--- config.mk ---
export PLATFORM = sky130hd
export DESIGN_NAME = cache_arbiter
export DESIGN_NICKNAME = d
export VERILOG_FILES = /design/src/rtl/arbiter_types_pkg.sv /design/src/rtl/cache_arbiter.sv
export SDC_FILE = /design/constraint.sdc
export NUM_CORES = 1
export LEC_CHECK = 0
export CORE_AREA = 2 2 532 534
export CTS_BUF_LIST = sky130_fd_sc_hd__clkbuf_16
export CTS_CLUSTER_DIAMETER = 80
export CTS_CLUSTER_SIZE = 28
export DETAILED_ROUTE_END_ITERATION = 8
export DIE_AREA = 0 0 534 536
export SLEW_MARGIN = 20
export SYNTH_ARGS = -nofsm -noshare
export SYNTH_HDL_FRONTEND = slang
export SYNTH_SLANG_ARGS = --single-unit
--- constraint.sdc ---
create_clock -name clk -period 1.62 [get_ports clk]
set_clock_uncertainty 0.05 [all_clocks]
set_input_delay 0.324 -clock clk [delete_from_list [all_inputs] [get_ports clk]]
set_output_delay 0.324 -clock clk [all_outputs]
set_load 0.05 [all_outputs]
--- src/rtl/arbiter_types_pkg.sv ---
// Shared types and widths for the icache/dcache memory arbiter.
package arbiter_types;

  localparam int LINE_W = 256;
  localparam int ADDR_W = 32;

  typedef enum logic [1:0] {
    IDLE,
    SERVE_I,
    SERVE_D
  } arb_state_t;

  typedef enum logic {
    GRANT_I,
    GRANT_D
  } grant_t;

endpackage

--- src/rtl/cache_arbiter.sv ---
// Two-client arbiter sharing one cacheline adaptor between icache and dcache.
// Alternates under contention; the grant is held until mem_resp.
module cache_arbiter
  import arbiter_types::*;
(
  input  logic              clk,
  input  logic              rst,
  input  logic              i_read,
  input  logic [ADDR_W-1:0] i_addr,
  output logic [LINE_W-1:0] i_rdata,
  output logic              i_resp,
  input  logic              d_read,
  input  logic              d_write,
  input  logic [ADDR_W-1:0] d_addr,
  input  logic [LINE_W-1:0] d_wdata,
  output logic [LINE_W-1:0] d_rdata,
  output logic              d_resp,
  output logic              mem_read,
  output logic              mem_write,
  output logic [ADDR_W-1:0] mem_addr,
  output logic [LINE_W-1:0] mem_wdata,
  input  logic [LINE_W-1:0] mem_rdata,
  input  logic              mem_resp
);

  arb_state_t state_q, state_d;
  grant_t     last_grant_q, last_grant_d;
  logic       d_wr_q, d_wr_d;
  logic       d_req;

  assign d_req   = d_read | d_write;
  assign i_rdata = mem_rdata;
  assign d_rdata = mem_rdata;

  always_ff @(posedge clk) begin
    if (rst) begin
      state_q      <= IDLE;
      last_grant_q <= GRANT_I;
      d_wr_q       <= 1'b0;
    end else begin
      state_q      <= state_d;
      last_grant_q <= last_grant_d;
      d_wr_q       <= d_wr_d;
    end
  end

  // d_wr_q captures the dcache op at grant so mem_read/mem_write
  // depend on registered state only.
  always_comb begin
    state_d      = state_q;
    last_grant_d = last_grant_q;
    d_wr_d       = d_wr_q;
    mem_read     = 1'b0;
    mem_write    = 1'b0;
    mem_addr     = '0;
    mem_wdata    = '0;
    i_resp       = 1'b0;
    d_resp       = 1'b0;
    unique case (state_q)
      IDLE: begin
        if (i_read && (!d_req || last_grant_q == GRANT_D)) begin
          state_d      = SERVE_I;
          last_grant_d = GRANT_I;
        end else if (d_req) begin
          state_d      = SERVE_D;
          last_grant_d = GRANT_D;
          d_wr_d       = d_write;
        end
      end
      SERVE_I: begin
        mem_read = 1'b1;
        mem_addr = i_addr;
        i_resp   = mem_resp;
        if (mem_resp) state_d = IDLE;
      end
      SERVE_D: begin
        mem_read  = ~d_wr_q;
        mem_write = d_wr_q;
        mem_addr  = d_addr;
        mem_wdata = d_wdata;
        d_resp    = mem_resp;
        if (mem_resp) state_d = IDLE;
      end
      default: state_d = IDLE;
    endcase
  end

endmodule
-- Word-level counts from Yosys, hierarchy flattened
Cells that the tools add are included.
- register bits after elaboration: 4
- bits in latches: 0
- bits in writable memories: 0
- bits in read-only memories: 0
- logic and storage cells: 31
- memories: 0
- add/subtract/negate cells: 0
- multiply operators: 0
- divide/modulo/power cells: 0
- magnitude comparators: 0
- equal/unequal tests: 4
- shift operators: 0
- multiplexer cells: 12
- bitwise operators: 3
- reduce and logical (&&, ||, !) cells: 9
- operators with widths (operator ; count):
    256-bit 2-to-1 mux ; 1
    32-bit case mux with 2 select lines ; 1
    2-bit 2-to-1 mux ; 3
    1-bit 2-to-1 mux ; 5
    2-bit case mux with 2 select lines ; 1
    2-bit AND reduction ; 2
    3-bit != test, second input constant ; 1
    3-bit AND reduction ; 1
    2-bit by 1-bit == test with 1-bit output, second input constant ; 1
    2-bit == test, second input constant ; 1
    2-bit logical NOT ; 1
    2-bit by 1-bit != test with 1-bit output, second input constant ; 1
    1-bit NOT ; 2
    1-bit case mux with 2 select lines ; 1
    2-bit nonzero test ; 1
    2-bit OR reduction ; 1
    1-bit logical AND ; 1
    1-bit logical NOT ; 1
    1-bit logical OR ; 1
    1-bit OR ; 1

-- Logic depth before layout (Yosys ltp)
Gate-level depths: netlist of the first run.
- depth after elaboration: 6
- mapped depth: 6
- gate-level depth less buffers: 5

-- Worst setup path after synthesis of the first run
Ideal clock, no wire load.
- kind: register to output
- from: reg state_q[0]
- to: out mem_addr[10]
- arrival: 1797 ps
- path slack: -551 ps
- cell stages (with the launch flop): 7
- cell sequence: dfxtp_1 inv_1 ha_1 buf_2 buf_1 a22oi_1 nor2b_1
- word-level cells in the longest chain between the ends: 2
- elaborated cells on any way between the ends: 3
- classes of those cells: eq/ne (2); mux (1)
- RTL lines (item ; line ; RTL):
    from (decl) ; cache_arbiter.sv:26 ; arb_state_t state_q, state_d;
    from (signal assigned) ; cache_arbiter.sv:41 ; state_q <= state_d;
    2-bit == test or 2-bit by 1-bit == test with 1-bit output (tied branches) ; cache_arbiter.sv:59 ; unique case (state_q)
    32-bit case mux with 2 select lines (*) ; cache_arbiter.sv:59 ;
    to (decl) ; cache_arbiter.sv:20 ; output logic [ADDR_W-1:0] mem_addr,
Every way passes the cells marked *; elsewhere a longest branch is shown, timed or not.

-- Worst setup path after layout of the first run
Same ends and word-level chain as after synthesis.

==> results of run 1 <==
[power by group]
group | leakage (nW) | internal [mW] | total [mW] | switching, mW
registers | 0.0338 | 0.118 | 0.136 | 0.0178
clock network | 0.0372 | 0.316 | 0.393 | 0.0775
logic | 5.67 | 6.21 | 13.0 | 6.80
total | 5.74 | 6.64 | 13.5 | 6.89
[cells in the final DEF (no fill, tap or decap), drive strengths merged]
cell type	instances
buf	342
clkdlybuf4s50	325
and2	260
nor2b	34
a22oi	32
diode	31
clkbuf	13
dfxtp	4
nand2b	3
ha	3
bufbuf	3
inv	3
a21oi	3
nand3b	2
a32o	2
a21boi	1
a211o	1
nand2	1
or2	1
or4b	1
[sequential cells by signal (all words and copies together) (netlist names)]
name and flops:
d_wr_q 1, last_grant_q 1, state_q 2
[final timing paths]
check                                                from                         to  slack (ns)  cells after the start
worst max-delay path              state_q[0]$_SDFFE_PP0P_               mem_addr[10]       -0.45                      7
worst max register to register    state_q[0]$_SDFFE_PP0P_    state_q[0]$_SDFFE_PP0P_       -0.06                      7
worst min-delay path            last_grant_q$_SDFFE_PP0P_  last_grant_q$_SDFFE_PP0P_        0.47                      2
worst min register to register  last_grant_q$_SDFFE_PP0P_  last_grant_q$_SDFFE_PP0P_        0.47                      2
[critical path, stage by stage (launching register included)]
cell	delay, ns
dfxtp_2	0.35
buf_4	0.12
buf_6	0.10
ha_4	0.25
buf_12	0.19
a22oi_2	0.11
nor2b_4	0.16
buf_12	0.16
[per-layer routing]
metal,track usage [%],vias up,wire [um]
li1,-,2560,-
met1,7.80,2968,39600
met2,19.6,1428,82800
met3,23.4,431,75200
met4,3.16,110,6090
met5,0,-,737
[per-stage QoR]
stage	instances	setup TNS, ns	power [mW]	instance area, um^2
floorplan	902	-1.57	8.38	7120
global placement	4738	-36.95	11.8	17200
detailed placement	4738	-52.09	11.9	17200
CTS	4762	-110.62	13.4	18100
global route	4782	-115.77	14.1	18500
finish	4808	-104.38	13.5	18500
[final cells by class]
| class | instances | area [um^2] |
|---|---|---|
| Fill cell | 32600 | 262000 |
| Timing Repair Buffer | 680 | 10300 |
| Tap cell | 3743 | 4680 |
| Multi-Input combinational cell | 344 | 3280 |
| Sequential cell | 4 | 82.6 |
| Antenna cell | 31 | 77.6 |
| Clock buffer | 3 | 75.1 |
| Inverter | 3 | 13.8 |
[repair_timing]
action                     in CTS  in global routing
cloned                         13                 11
buffers inserted                8                  7
pin swaps                      43                 18
setup endpoints to repair     294                294
gates resized for setup        85                 75
[cell families (layout without fill, tap and decap cells)]
kind of cell	Yosys count	in the layout	synth area share [%]
buf+inv	554	686	63.4
other cells	0	31	0
compound gates	39	39	4.71
fa+ha+maj	3	3	0.594
flops	4	4	1.27
simple gates	302	302	30.0
==> flow_summary.ini, run 1 <==
[final_layout]
drive_above_1_share_pct = 67.2
fin_util_pct = 6.61
syn_to_final_growth_pct = 194
nets = 1621

[sta]
worst_pin_slew_ns = 0.272
fin_ws_ns = -0.451
setup_viol = 294
fmax_ghz = 0.483
finalCritPeriodShare_pct = 128
finalMaxSlewViolations = 0
hold_ws_ns = 0.469
relSlewSlack_pct = 81.8
finalHoldViolCount = 0
period_minus_slack_ns = 2.07
rsz0062_at_grt = true

[routing]
avgViaCountPerCell = 1.56
routedWlPerCell_um = 42.5
ant_nets = 0
first_pass_iters = 4
post-route-drc-count = 0
vias = 7497
wl_mm = 204
drtIter0Drc = 378

[synth]
synth_common_cells = buf_4 (512), and2_1 (260), clkbuf_1 (34), nor2b_1 (34), a22oi_1 (32)
syn-instance-count = 902
yosysTopAreaCell = buf_4
ys_seq_area_share_pct = 1.27
syn-cell-area_um2 = 6320
synth_nets = 1487
yosysUniqueCellTypes = 20
async_reset_ff_share_pct = 0
synth.area.top_cells = buf_4 (61%), and2_1 (26%), a22oi_1 (3.8%)
synth_flop_cell = dfxtp_1
ys.warnings.count = 0
synth.avg_cell_area_um2 = 7.01
synth_top_area_share_pct = 60.8
yosysMostFrequentCell = buf_4
ys_ff_latch = 4
synth_edf_count = 0

[critical_path]
crit_path_end_kind = output pin
arrival_ns = 1.70
startpoint_type = register
worstPathMaxFanout = 12
crit_type = reg -> out
required_ns = 1.25

[floorplan]
die_h_um = 536
initial_utilization_pct = 2.25
die_x_um = 534
rows = 195
core_area_um2 = 281000
dieArea_um2 = 286000
io_pins = 1386

[global_route]
grt_pass1_wl_mm = 223
antenna_found_initial = 173
grtUsageTotal_pct = 13.6
grt.overflow.total = 0
grt_max_degree = 25
grt_pass1_vias = 7233

[clock_network]
cts_tree = built
cts_buffers = 3
hold_buffers = 0
clock_path_buffers = 2
ctsRootBufferMaster = clkbuf_16
cts.htree.levels = 1
cts_sinks = 4
clk_pin_slew_ns = 0.03
clkLatencyLatePin_ns = 0.23

[status]
violations = setup timing
status = finished, violations left

[place]
portBuffers = 617
hpwl_mm = 194
gp_congestion = 0.889
pre_cts_ws_ns = -0.271

[power]
irDropWorstVdd_mv = 0.240
leakagePower_nw = 5.74
powerDensity_nw_per_um2 = 729

[run]
cap_violations = 0

[min_path]
hp-class = reg -> reg
No activity file was read; power rests on OpenSTA's default activity.
==> inputs of run 2 (changes only) <==
Settings changed: CTS_BUF_LIST sky130_fd_sc_hd__clkbuf_16 to sky130_fd_sc_hd__clkbuf_4 sky130_fd_sc_hd__clkbuf_8.
==> run 2 against run 1 <==
Compared with the run above:
- the flow still finishes with violations (setup timing)
- critical path type unchanged
- non-clock buffer count is 1 lower
- largest power group unchanged
- sequential share of layout area is essentially flat
- final area is 0.25% lower
- critical endpoint is now mem_wdata[250]
- cell count about the same
==> flow_summary.ini, run 2 (synthesis results as in run 1) <==
[run]
cap_violations = 0

[power]
pwr-share-seq_pct = 1.0
powerDensity_nw_per_um2 = 724
power_frac_comb_pct = 97.4
leakagePower_nw = 5.71
clock_power_share_pct = 1.6
irDropWorstVdd_mv = 0.239
p_int_mw = 6.50
swShare_pct = 51.5
power_mw = 13.4
switchingPower_mw = 6.90

[clock_network]
cts_sinks = 4
clk_pin_slew_ns = 0.03
clkLatencyLatePin_ns = 0.22
ctsRootBufferMaster = clkbuf_8
clock_path_buffers = 2
cts.htree.levels = 1
cts_tree = built
cts_buffers = 3

[floorplan]
initial_utilization_pct = 2.25
die_h_um = 536
core_area_um2 = 281000
rows = 195
io_pins = 1386
die_x_um = 534
dieArea_um2 = 286000

[critical_path]
startpoint_type = register
rr_startpoint = state_q[0]$_SDFFE_PP0P_
crit_buf_inv = 6
crit_type = reg -> out
cpLargestDelayFamily = buffers and inverters
required_ns = 1.25
crit_start = state_q[0]$_SDFFE_PP0P_
crit_path_end_kind = output pin
crit_top_cell = buf_12
max_stage_delay_ns = 0.34
arrival_ns = 1.70
cpMaxStageDelayCell = dfxtp_2
critical_path.cell_chain = inv_4, ha_4, buf_12, buf_12, buf_12, buf_16, and2_4, buf_12
worstPathMaxFanout = 9

[final_layout]
layout_common_cells = clkdlybuf4s50_1 (325), buf_12 (309), and2_4 (220)
drive_above_1_share_pct = 67.2
largest_reg_flops = 2
final_design_area_no_fill_um2 = 18500
regMostFlops = state_q
top_regs = state_q x2, d_wr_q x1, last_grant_q x1
nets = 1620
syn_to_final_growth_pct = 193
stdcell_count = 4812
final_common_cell = clkdlybuf4s50_1
fin_util_pct = 6.59

[min_path]
worst_hold_startpoint = last_grant_q$_SDFFE_PP0P_
hp-class = reg -> reg

[place]
portBuffers = 617
hpwl_mm = 194
pre_cts_ws_ns = -0.271
gp_congestion = 0.889
dpl_cell_area_um2 = 17200
numPlacedInstances = 4738

[routing]
avgViaCountPerCell = 1.55
post-route-drc-count = 0
vias = 7451
routedWlPerCell_um = 42.4
first_pass_iters = 4
wl_mm = 204
drtIter0Drc = 359
ant_nets = 0

[global_route]
antenna_found_initial = 172
grt_pass1_wl_mm = 223
grt.overflow.total = 0
grtUsageTotal_pct = 13.6
grt_max_degree = 25
grt_pass1_vias = 7240

[sta]
rsz0062_at_grt = true
fmax_ghz = 0.483
period_minus_slack_ns = 2.07
fin_ws_ns = -0.450
relSlewSlack_pct = 78.7
finalHoldViolCount = 0
finalCritPeriodShare_pct = 128
worst_pin_slew_ns = 0.318
finalMaxSlewViolations = 0
setup_viol = 294

[status]
status = finished, violations left
violations = setup timing
[run 2: worst min-delay path, stage by stage, from the launching register on]
cell,delay (ns)
dfxtp_1,0.33
nand2b_1,0.08
a21oi_1,0.06
[run 2: path summary, 6_finish.rpt]
path                                             endpoint  slack, ns  cells after the start
worst min register to register  last_grant_q$_SDFFE_PP0P_       0.47                      2
worst max register to register    state_q[1]$_SDFFE_PP0P_      -0.11                      7
worst max-delay path                       mem_wdata[250]      -0.45                      8
worst min-delay path            last_grant_q$_SDFFE_PP0P_       0.47                      2
[run 2: timing repair]
item / CTS / global route
setup buffers: 11 / 4
gates resized for setup: 89 / 79
pin swaps: 37 / 18
hold buffers: 0 / 0
endpoints found under the setup margin: 294 / 294
cloned: 13 / 9
[run 2: power by group through the flow]
stage / logic (mW) / registers, mW / clock network (mW)
3_3_place_gp: 11.7 / 0.130 / 0
2_1_floorplan: 8.26 / 0.127 / 0
3_5_place_dp: 11.7 / 0.133 / 0
5_1_grt: 13.6 / 0.138 / 0.220
4_1_cts: 12.9 / 0.135 / 0.214
6_report: 13.0 / 0.137 / 0.211
[run 2: layout make-up]
type	count	area (um^2)
clock buffer	3	41.3
timing repair buffer	679	10300
antenna	36	90.1
fill	32600	262000
sequential	4	82.6
multi-input combinational	344	3290
inverter	3	13.8
tap	3743	4680
[run 2: through the flow]
stage | hold slack, ns | setup TNS (ns)
final | 0.466 | -99.11
after CTS | 0.469 | -110.16
after detailed placement | 0.458 | -52.09
after global routing | 0.501 | -111.72
after global placement | 0.424 | -36.95
after floorplan | 0.343 | -1.57
[run 2: metal layers]
metal	global-route usage (%)	up-vias	part of all wire, %
met5	0	-	0.35
met4	3.15	106	3.0
met3	23.4	408	37
met2	19.5	1465	40
met1	7.83	2903	20
li1	-	2569	-
==> inputs of run 3 (changes only) <==
Settings changed: CORE_AREA 2 2 532 534 to 2 2 534 536, DIE_AREA 0 0 534 536 to 0 0 536 538, SLEW_MARGIN 20 to 5.
Clock period 1.62 ns to 2.5 ns, I/O delays scaled along.
==> run 3 against run 2 <==
Compared with the run above:
- the run still ends with setup timing left
- power shrank 46%
- final area fell by 9.9%
- critical path depth is 3 lower
- routed wire length is 3.2% higher
- global-route usage grew 0.30 points
- sequential share of layout area rose by 0.064 points
- clock-buffer cell count stayed put
- non-clock buffer count is 36 lower
==> flow_summary.ini, run 3 (synthesis results as in run 1) <==
[critical_path]
critical_path.cell_chain = clkdlybuf4s50_1, a22oi_2, nor2b_1, buf_4, buf_12
crit_path_end_kind = output pin
rr_startpoint = state_q[1]$_SDFFE_PP0P_
rr_worst_depth = 7
cpLargestDelayFamily = buffers and inverters
r2r-end = state_q[1]$_SDFFE_PP0P_
max_stage_delay_ns = 0.59
worstPathMaxFanout = 1
required_ns = 1.95
cpMaxStageDelayCell = clkdlybuf4s50_1
reg2reg_slack_ns = 0.42
crit_buf_inv = 3
startpoint_type = primary input
crit_type = in -> out
arrival_ns = 2.01

[final_layout]
drive_above_1_share_pct = 33.8
top_regs = state_q x2, d_wr_q x1, last_grant_q x1
final_design_area_no_fill_um2 = 16700
nets = 1584
regMostFlops = state_q
largest_reg_flops = 2
fin_util_pct = 5.89
final_common_cell = clkdlybuf4s50_1
layout_common_cells = clkdlybuf4s50_1 (325), buf_12 (302), and2_1 (260)
syn_to_final_growth_pct = 164

[routing]
wl_mm = 210
ant_nets = 0
first_pass_iters = 4
vias = 7360
drtIter0Drc = 292
post-route-drc-count = 0
routedWlPerCell_um = 44.0
avgViaCountPerCell = 1.54

[status]
status = finished, violations left
violations = setup timing

[place]
hpwl_mm = 203
portBuffers = 617
pre_cts_ws_ns = -0.289
gp_congestion = 0.875
dpl_cell_area_um2 = 16400

[floorplan]
rows = 196
core_area_um2 = 283000
dieArea_um2 = 288000
initial_utilization_pct = 2.23
die_x_um = 536
io_pins = 1386
die_h_um = 538

[clock_network]
cts.htree.levels = 1
clk_pin_slew_ns = 0.03
clkLatencyLatePin_ns = 0.22
ctsRootBufferMaster = clkbuf_8
clock_path_buffers = 2
cts_sinks = 4
cts_tree = built
cts_buffers = 3

[run]
cap_violations = 0

[sta]
setup_viol = 1
relSlewSlack_pct = 64.7
finalCritPeriodShare_pct = 102
worst_pin_slew_ns = 0.528
fin_ws_ns = -0.0613
fmax_ghz = 0.390
finalHoldViolCount = 0
rsz0062_at_grt = false
finalMaxSlewViolations = 0
period_minus_slack_ns = 2.56

[global_route]
grtUsageTotal_pct = 13.9
grt_pass1_wl_mm = 225
grt.overflow.total = 0
antenna_found_initial = 199
grt_max_degree = 53
grt_pass1_vias = 6715

[min_path]
hp-class = reg -> reg
holdPathEnd = last_grant_q$_SDFFE_PP0P_
worst_hold_startpoint = last_grant_q$_SDFFE_PP0P_
holdPathStages = 2

[power]
irDropWorstVdd_mv = 0.167
powerDensity_nw_per_um2 = 430
leakagePower_nw = 4.86
[run 3: worst max path at each step]
stage	start	to	slack (ns)	depth (start not counted)
6_report	d_addr[26]	mem_addr[26]	-0.06	5
5_1_grt	state_q[1]$_SDFFE_PP0P_	mem_addr[26]	0.01	7
4_1_cts	state_q[0]$_SDFFE_PP0P_	mem_addr[26]	-0.10	7
3_5_place_dp	d_addr[26]	mem_addr[26]	-0.29	5
3_3_place_gp	d_addr[26]	mem_addr[26]	-0.30	5
2_1_floorplan	state_q[0]$_SDFFE_PP0P_	mem_addr[10]	0.15	6
[run 3: layout make-up]
type	count	area (um^2)
Tap cell	3762	4710
Fill cell	33200	267000
Antenna cell	30	75.1
Inverter	3	11.3
Sequential cell	4	85.1
Clock buffer	3	41.3
Timing Repair Buffer	643	9460
Multi-Input combinational cell	344	2290
[run 3: power by group]
| group | switching, mW | internal (mW) | total, mW |
|---|---|---|---|
| Sequential | 0.0122 | 0.0765 | 0.0887 |
| Clock | 0.0384 | 0.103 | 0.141 |
| Combinational | 3.92 | 3.02 | 6.94 |
[run 3: routing by layer]
| layer | global-route usage, % | wire length [um] | vias up |
|---|---|---|---|
| met5 | 0 | 917 | - |
| met4 | 3.34 | 7510 | 142 |
| met3 | 24.0 | 76700 | 559 |
| met2 | 21.1 | 88600 | 1472 |
| met1 | 7.06 | 36800 | 2714 |
| li1 | - | - | 2473 |
[run 3: timing repair]
item                       in CTS  in global routing
gates resized for setup         5                  7
setup endpoints to repair      57                 71
gates cloned                    0                  1
hold buffers                    0                  0
setup buffers                   2                  1
pin swaps                       1                  2
[run 3: metrics by stage]
| stage | setup TNS, ns | std cells | power (mW) | hold WS (ns) |
|---|---|---|---|---|
| after floorplan | 0 | 902 | 4.94 | 0.409 |
| after global placement | -0.650 | 4752 | 7.08 | 0.433 |
| after detailed placement | -0.806 | 4752 | 7.09 | 0.447 |
| after CTS | -0.205 | 4757 | 7.31 | 0.450 |
| after global routing | 0 | 4761 | 7.48 | 0.480 |
| final | -0.0613 | 4789 | 7.17 | 0.458 |
[run 3: worst reg2reg max path: cells and delay by family, from the launching register on]
family	cells	cell delay (ns)
AND/OR/NAND/NOR	2	0.55
buffers and inverters	3	0.43
flip-flops	1	0.36
adder cells (fa/ha/maj)	1	0.31
AO/OA/AOI/OAI	1	0.27
==> RTL change, RTL diff (flow settings as in run 1) <==
Encoding of `arb_state_t`: now one-hot (3 bits for 3 states).
--- a/src/rtl/arbiter_types_pkg.sv
+++ b/src/rtl/arbiter_types_pkg.sv
@@ -5,8 +5,8 @@
   localparam int ADDR_W = 32;
 
-  typedef enum logic [1:0] {
-    IDLE,
-    SERVE_I,
-    SERVE_D
+  typedef enum logic [2:0] {
+    IDLE    = 3'b001,
+    SERVE_I = 3'b010,
+    SERVE_D = 3'b100
   } arb_state_t;
 
Formal check against the unedited RTL: no difference found for any inputs over 4 cycles, from zero or initial values and one cycle with rst high; so few cycles prove little.
==> RTL change against run 1 <==
- the flow still finishes with violations (setup timing)
- worst setup slack got worse by 0.097 ns
- wire length rose by 4.2%
- count of clock-buffer cells in the layout did not move
- sequential share of layout area rose by 0.14 points
- cell area fell by 3.6%
- sequential cell count rose by 1
- synthesized area fell by 2.5%
- critical path depth fell by 1
- first-iteration DRC count fell by 6.6%
- critical path type unchanged
- critical endpoint is now mem_wdata[152]
Power is not compared: it rests on default switching activity, and its combinational part moved more than twofold at a synthesized area within 25%.
==> RTL change: results (changes against run 1) <==
Library cells used by synthesis - 28 (+40%)
Clock transition at path regs - 0.04 ns
Largest net degree at the start of global routing - 44 (+76%)
Slowest CP cell - dfxtp_2
R2R depth - 6 (-1)
DP Area - 17200 um^2 (-0.53%)
Combinational Power - 4.80 mW
DRT iter0 DRCs - 353 (-6.6%)
Primary FF master, synth - dfxtp_1
Status - finished, violations left
Clock buffer depth - 2 (unchanged)
Endpoints failing setup - 295 (+0.34%)
Reg2Reg Launch Point - state_q[2]
Total Nets Final - 1586 (-2.2%)
CP arrival - 1.79 ns (+0.09 ns)
Switching part of the total - 0.469
Syn nets - 1449 (-2.6%)
Initial antenna violation count - 195 (+13%)
Tot GR Track Use - 0.140 (+0.00426)
H-tree depth - 1 (unchanged)
Worst hold path type - in -> out
Crit path to - mem_wdata[152]
Hold Path Stages - 0 (-2)
Worst setup margin - -0.548 ns (-0.0968 ns)
Vias per inst - 1.54 (-1.2%)
IO buf count - 617 (unchanged)
Mean Syn Cell Area - 7.11 um^2 (+1.5%)
Biggest regs - state_q x3, d_wr_q x1, last_grant_q x1
RD Place Congestion - 0.830 (-6.6%)
Crit path largest cell delay - 0.33 ns (-0.02 ns)
Async SR Flop Fraction - 0 (unchanged)
Area leader, netlist - buf_4
Synth top cells by count - buf_4, and2_1, a22o_1
Placed cells - 4717 (-0.44%)
Tightest hold margin - 0.598 ns (+0.129 ns)
Crit path from - state_q[0]
Max_slew headroom - 0.688 (-0.130)
Worst hold endpoint - d_rdata[205]
P_clk - 413 uW
DR vias - 7366 (-1.7%)
CP max FO - 21 (+9)
FF-to-FF End - state_q[2]
Share of cells above drive strength 1 - 0.653 (-0.0191)
TritonCTS buffer count - 3 (unchanged)
Failing checks - setup timing
Dominant cells by area after synthesis - buf_4, and2_1, a22o_1
Register area share after synthesis - 0.0162 (+0.00357)
TritonRoute pass-1 iters - 4 (unchanged)
Worst path top cell family by delay - buffers and inverters
YS warnings - 0 (unchanged)
Total Wirelength - 213000 um (+4.2%)
Starting Density - 0.0219 (-0.000552)
Vias in the first global route - 7119 (-1.6%)
Global-route wire length before repair - 229000 um (+2.8%)
Hold path start - mem_rdata[205]
Setup slack, reg-to-reg - -0.06 ns (about the same)
Final TNS setup - -138.05 ns (-33.67 ns)
Root Driver - clkbuf_16
Pre-CTS setup slack - -0.300 ns (-0.0288 ns)
## RTL change: layout make-up
class	count	area, um^2
diodes	37	92.6
clock buffers	3	75.1
clock inverters	1	3.75
fillers	32700	263000
inverters	3	11.3
multi-input cells	312	2870
flip-flops and latches	5	104
well taps	3743	4680
repair buffers	679	10000
## RTL change: kinds of logic (layout without fill, tap and decap cells)
kind of cell | Yosys count | in the layout | synth area share
other cells | 0 | 37 | 0
simple gates | 269 | 269 | 0.274
compound gates | 43 | 43 | 0.0599
flops | 5 | 5 | 0.0162
buf+inv | 550 | 686 | 0.650
## RTL change: what timing repair did
| action | 4_1_cts | 5_1_grt |
|---|---|---|
| gates cloned | 0 | 11 |
| buffers inserted | 0 | 14 |
| gates resized for setup | 14 | 44 |
| setup endpoints to repair | 293 | 293 |
| pin swaps | 17 | 45 |
## RTL change: per-layer routing
metal / global-route usage / routed length, um
met1: 0.0657 / 35300
met2: 0.220 / 93300
met3: 0.247 / 77900
met4: 0.0255 / 5600
met5: 0 / 848
